--- config.mk ---
export PLATFORM = sky130hd
export DESIGN_NAME = dup_tracker
export DESIGN_NICKNAME = d
export VERILOG_FILES = /design/src/rtl/magic_square_stream_checker_pkg.sv /design/src/rtl/magic_square_stream_checker_dup_tracker.sv
export SDC_FILE = /design/constraint.sdc
export NUM_CORES = 1
export LEC_CHECK = 0
export ABC_CLOCK_PERIOD_IN_PS = 1940
export CORE_ASPECT_RATIO = 0.9
export CORE_MARGIN = 2
export CORE_UTILIZATION = 52
export DETAILED_ROUTE_END_ITERATION = 10
export PLACE_DENSITY = 0.76
export SLEW_MARGIN = 20
export SYNTH_ARGS = -nofsm -noshare
export SYNTH_HDL_FRONTEND = slang
export SYNTH_SLANG_ARGS = --single-unit
--- constraint.sdc ---
create_clock -name clock -period 1.94 [get_ports clock]
set_clock_uncertainty 0.15 [all_clocks]
set_input_delay 0.194 -clock clock [delete_from_list [all_inputs] [get_ports clock]]
set_output_delay 0.194 -clock clock [all_outputs]
set_load 0.02 [all_outputs]
--- src/rtl/magic_square_stream_checker_pkg.sv ---
// Shared definitions for the streaming magic-square checker.
//   state_t    : controller states (IDLE, LOAD, CHECK, DONE)
//   sum_width  : bits needed to hold one line sum of n cells of w bits each
//   N_DEF/W_DEF: default square side and cell width
package magic_pkg;

    typedef enum logic [1:0] {
        IDLE  = 2'd0,
        LOAD  = 2'd1,
        CHECK = 2'd2,
        DONE  = 2'd3
    } state_t;

    localparam int N_DEF = 3;
    localparam int W_DEF = 4;

    // Width of a sum of n values, each at most 2**w-1.
    function automatic int sum_width(input int n, input int w);
        return $clog2(n * int'((32'd1 << w) - 32'd1) + 1);
    endfunction

endpackage

--- src/rtl/magic_square_stream_checker_dup_tracker.sv ---
// Duplicate-value tracker: one bit per possible cell value.
// Ports:
//   clock, reset : system clock, asynchronous active-high reset
//   clear        : wipe the bitmap (start of a new square)
//   mark         : a cell transfer happens this cycle
//   value        : value of the transferred cell
//   dup_hit      : this transfer repeats a value already seen since clear
module dup_tracker
    import magic_pkg::*;
#(
    parameter int W = W_DEF
) (
    input  logic         clock,
    input  logic         reset,
    input  logic         clear,
    input  logic         mark,
    input  logic [W-1:0] value,
    output logic         dup_hit
);

    localparam int DEPTH = int'(32'd1 << W);

    logic [DEPTH-1:0] seen_r;

    // Query the bitmap before this transfer marks it.
    always_comb begin
        dup_hit = mark & seen_r[value];
    end

    // Bitmap update: clear on a new square, otherwise set the bit of each accepted value.
    always_ff @(posedge clock or posedge reset) begin
        if (reset) begin
            seen_r <= {DEPTH{1'b0}};
        end else if (clear) begin
            seen_r <= {DEPTH{1'b0}};
        end else if (mark) begin
            seen_r[value] <= 1'b1;
        end else begin
            seen_r <= seen_r;
        end
    end

endmodule

==> results of run 1 <==
==> per-stage QoR <==
step	total power, mW	hold slack [ps]	std cells	setup WS [ps]
floorplan	0.394	-42.3	71	440
global placement	0.439	320	104	-520
detailed placement	0.441	331	104	-551
CTS	0.610	132	107	-17.6
global route	0.639	188	107	-67.9
finish	0.607	110	107	-8.78
==> logic make-up after synthesis <==
family / after synthesis / share of synthesized area, %
simple gates: 27 / 17.6
compound gates: 19 / 16.2
flops: 16 / 52.2
buf+inv: 5 / 2.77
mux: 4 / 11.3
==> layout make-up <==
class / count / area (sq um) / share of cell area, %
clock buffers: 3 / 22.5 / 2.33
inverters: 1 / 3.75 / 0.388
multi-input cells: 50 / 343 / 35.4
flip-flops and latches: 16 / 400 / 41.3
well taps: 15 / 18.8 / 1.94
repair buffers: 22 / 180 / 18.6
==> power by group through the flow <==
stage / clock network (mW) / registers [mW] / logic, mW
final: 0.171 / 0.344 / 0.0912
after global routing: 0.194 / 0.345 / 0.101
after floorplan: 0 / 0.349 / 0.0450
after CTS: 0.177 / 0.344 / 0.0897
after global placement: 0 / 0.350 / 0.0893
after detailed placement: 0 / 0.350 / 0.0906
==> metal layers <==
layer | global-route usage [%] | wire length [um]
met1 | 28.9 | 773
met2 | 34.1 | 751
met3 | 5.41 | 76
met5 | 0 | 0
met4 | 10.6 | 32
==> worst max-delay path, cell delays in order (launching register included) <==
cell     delay (ps)
dfrtp_1         390
mux4_2          470
a22oi_2         190
o41ai_2         100
buf_4           160
==> cells in the final DEF (no fill, tap or decap), drive strengths merged <==
cell           instances
a2111oi                1
a21oi                 12
a22oi                  1
a31oi                  4
and2b                  1
and3                   1
and3b                  2
buf                   15
clkbuf                 3
clkdlybuf4s50          5
dfrtp                 16
dlygate4sd2            2
inv                    1
mux2                   1
mux4                   3
nand2b                 1
nor2                  17
nor2b                  3
nor3b                  2
o41ai                  1
==> worst paths after layout <==
| check | startpoint | end |
|---|---|---|
| max | seen_r[14] | dup_hit |
| min | reset | seen_r[4] |
| max reg2reg | seen_r[13] | seen_r[13] |
| min reg2reg | seen_r[6] | seen_r[6] |
| max in group asynchronous | reset | seen_r[12] |
| min in group clock | seen_r[6] | seen_r[6] |
==> repair_timing <==
| action | in CTS | in global routing |
|---|---|---|
| cloned | 0 | 0 |
| gates resized for setup | 8 | 3 |
| setup endpoints to repair | 1 | 1 |
| pin swaps | 1 | 0 |
==> reports/qor.txt, run 1 <==
Status: complete, but fails checks
Violated checks: setup timing
CTS HTree Levels: 1
I/O pin count: 9
Worst Setup Slack, final: -8.78 ps
Top-area cell type share of the netlist area: 52.2%
Critical Path RT: 1600 ps
CTS tree: done
Worst R2R Setup Slack: 980 ps
Die width: 44.5 um
Mapped Area: 767 sq um
Root buffer cell: clkbuf_4
Residual DRC: 0
Static leakage: 0.467 nW
Gpl congestion: 0.754
Fin crit period: 1950 ps
Placed Area: 953 sq um
Cells after Synth: 71
WP data arrival: 1600 ps
WL per Instance: 15.3 um
Finished Cell Area: 968 sq um
Syn nets: 79
Util after Layout: 68.4%
Setup repair bufs after CTS: 0
# hold bufs at CTS: 0
Max Fclk: 0.513 GHz
YS warnings: 0
Total gr overflow: 0
Post-synth EDFFs: 0
Leading post-synthesis cells by cell area: dfrtp_1 (52%), nor2_1 (8.3%), a21oi_1 (7.8%)
Number of global-route vias before repair: 604
Share of cells above drive strength 1: 27.2%
MaxCap Viol Count: 0
Internal: 0.457 mW
CP Launch Type: flip-flop
Worst setup EP type: output port
TritonRoute pass-1 iters: 4
Seq/Total Area, Yosys: 52.2%
Ys flop type: dfrtp_1
Clock buffer depth: 2
Synth unique cells: 20
Largest area contributor in the netlist: dfrtp_1
Antenna violations before repair: 0
Die area: 0.00180 sq mm
Core footprint: 0.00142 sq mm
Antenna Nets Post-Route: 0
Power Dens Cells: 626 mW/mm^2
Total wire length: 1.63 mm
Post-DP HPWL: 1.16 mm
Register bit total from synthesis: 16
Slew headroom: 60.6%
Num Clock Sinks: 16
Switching pwr: 0.149 mW
Syn avg cell area: 10.8 sq um
Total GRT Usage: 21.9%
Worst-case vdd ir drop: 0.000411 V
Largest net degree at the start of global routing: 17
Setup CP Type: reg -> out
# rows: 13
Clk pin slew, worst setup/hold paths: 90 ps
Final period utilization: 100%
Area delta synth->final: 26.3%
Initial DRC count: 18
# fillers: 112
Die height: 40.4 um
Crit path max fanout: 2
N_diodes: 0
Final setup viols: 1
Logic gate share of total power: 15.0%
Worst reg2reg path depth: 3
First-pass GRT wire length: 2.67 mm
CTS Buf Count: 3
Biggest register: seen_r
Sum Neg Setup Slack: -8.78 ps
Via count: 619
Max reg flops: 16
Async SR Flop Fraction: 100%
I/O Buffers: 8
Top-count cell post-synth: nor2_1
Clk pwr share: 28.2%
Tightest Hold Check Type: in -> async
Final hold vios: 0
Initial Utilization: 54.2%
Seq pwr share: 56.7%
Switching share of power: 24.6%
Post-DR vias/cell: 5.79
Synth top cells by count: nor2_1 (17), dfrtp_1 (16), a21oi_1 (12)
Nets: 102
Largest registers: seen_r: 16 flops
Worst-skew pair later-pin latency: 290 ps
RSZ-0062 raised after global routing: yes
Slew Limit Fails: 0
Tightest Pin Transition: 591 ps
(Power assumes the default switching activity.)
==> run 2, diff against run 1 <==
--- a/config.mk
+++ b/config.mk
@@ -5,12 +5,13 @@
 export SDC_FILE = /design/constraint.sdc
 export NUM_CORES = 1
 export LEC_CHECK = 0
-export ABC_CLOCK_PERIOD_IN_PS = 1940
+export ABC_CLOCK_PERIOD_IN_PS = 1600
+export CAP_MARGIN = 20
 export CORE_ASPECT_RATIO = 0.9
 export CORE_MARGIN = 2
-export CORE_UTILIZATION = 52
+export CORE_UTILIZATION = 47
 export DETAILED_ROUTE_END_ITERATION = 10
-export PLACE_DENSITY = 0.76
+export PLACE_DENSITY = 0.73
 export SLEW_MARGIN = 20
 export SYNTH_ARGS = -nofsm -noshare
 export SYNTH_HDL_FRONTEND = slang
==> constraint.sdc (replaced) <==
create_clock -name clock -period 1.6 [get_ports clock]
set_clock_uncertainty 0.15 [all_clocks]
set_input_delay 0.16 -clock clock [delete_from_list [all_inputs] [get_ports clock]]
set_output_delay 0.16 -clock clock [all_outputs]
set_load 0.02 [all_outputs]
==> reports/qor.txt, run 2 (synthesized netlist as in run 1, its figures left out) <==
Crit path max fanout: 2
Max reg flops: 16
Num Clock Sinks: 16
Power Dens Cells: 758 mW/mm^2
Nets: 102
Share of cells above drive strength 1: 25.0%
Critical Path, Cell by Cell: mux4_2 -> a22oi_2 -> o41ai_2 -> buf_2
CP Launch Type: flip-flop
Worst-case vdd ir drop: 0.000506 V
Worst R2R Setup Slack: 660 ps
RR Endpoint: seen_r[13]
Die height: 42.3 um
First-pass GRT wire length: 2.73 mm
CTS tree: done
I/O pin count: 9
Total GRT Usage: 19.9%
MaxCap Viol Count: 0
Die width: 46.6 um
Die area: 0.00197 sq mm
I/O Buffers: 8
RSZ-0062 raised after global routing: yes
Final period utilization: 120%
Post-DR vias/cell: 5.51
Worst setup startpoint: seen_r[14]
Worst reg2reg path depth: 3
# rows: 13
Clock buffer depth: 2
Final hold vios: 0
Gpl congestion: 0.749
Tightest Pin Transition: 461 ps
Total Power: 0.737 mW
# fillers: 118
Finished Cell Area: 973 sq um
Worst-skew pair later-pin latency: 290 ps
Commonest non-fill, non-tap cell in the layout: nor2_1
Buffer and inverter count on the worst path: 1
Status: complete, but fails checks
Slew Limit Fails: 0
Commonest non-fill, non-tap cells in the layout: nor2_1 (17), dfrtp_1 (16), buf_4 (14), a21oi_1 (12), clkdlybuf4s50_1 (5)
Setup CP Type: reg -> out
Crit path depth: 4
Worst R2R Start: seen_r[13]
Slew headroom: 69.2%
CTS HTree Levels: 1
N_diodes: 0
Largest registers: seen_r: 16 flops
Total gr overflow: 0
Violated checks: setup timing
WP data arrival: 1620 ps
Total wire length: 1.69 mm
Residual DRC: 0
Final setup viols: 1
WL per Instance: 14.8 um
Post-DP HPWL: 1.24 mm
Initial DRC count: 24
Root buffer cell: clkbuf_4
Number of global-route vias before repair: 601
Max Fclk: 0.519 GHz
Fin crit period: 1930 ps
Critical Path RT: 1290 ps
Area delta synth->final: 26.9%
Antenna violations before repair: 0
Placed Area: 955 sq um
Reg area: 400 sq um
Static leakage: 0.474 nW
Largest net degree at the start of global routing: 17
Antenna Nets Post-Route: 0
Multi-input gate area: 342 sq um
CP delay by family, top: multiplexers
Crit-path max cell delay: 480 ps
Critical Path End: dup_hit
Initial Utilization: 51.8%
Slowest cell on the critical path: mux4_2
TritonRoute pass-1 iters: 4
# hold bufs at CTS: 0
Core footprint: 0.00148 sq mm
Clk pin slew, worst setup/hold paths: 90 ps
Biggest register: seen_r
Worst setup EP type: output port
CTS Buf Count: 3
Worst Setup Slack, final: -326 ps
Tightest Hold Check Type: in -> async
Via count: 628
==> run 2: power breakdown <==
group          switching, mW  internal [mW]
clock network          0.126         0.0876
logic                 0.0546         0.0521
registers            0.00472          0.412
==> run 2: area by class of cell <==
class | instances | area share [%]
Tap cell | 22 | 2.83
Multi-Input combinational cell | 50 | 35.1
Clock buffer | 3 | 2.31
Timing Repair Buffer | 22 | 18.3
Sequential cell | 16 | 41.1
Inverter | 1 | 0.386
==> run 2: worst min path at each step <==
stage          cells after the start  slack [ps]      start          to
2_1_floorplan                      1         -80      reset   seen_r[0]
4_1_cts                            3          20      reset   seen_r[9]
3_3_place_gp                       2         320  seen_r[9]   seen_r[9]
6_report                           3          20      reset  seen_r[12]
3_5_place_dp                       3         340      reset   seen_r[1]
5_1_grt                            3          30      reset   seen_r[8]
==> run 2: what timing repair did <==
action                     4_1_cts  5_1_grt
resized for setup                7        1
setup endpoints to repair        1        1
pin swaps                        1        1
buffers inserted                 0        1
==> run 2: stage by stage <==
step                util [%]  worst slack [ps]  setup TNS (ps)  std cells  hold slack [ps]
CTS                     65.5              -338            -338        113             21.4
finish                  65.8              -326            -326        114             17.3
detailed placement      64.5              -828           -1090        110              338
global route            65.8              -387            -387        114             32.1
global placement        64.5              -805            -941        110              321
floorplan                  -               134               0         71            -76.3
==> run 2: worst min-delay path: stages <==
cell	delay [ps]
clkdlybuf4s50_1	390
inv_1	50
buf_4	230
==> run 2: per-layer routing <==
layer / GRT usage, % / routed length (um)
met1: 30.1 / 822
met2: 26.4 / 773
met3: 5.17 / 76
met4: 8.57 / 14
met5: 0 / 0
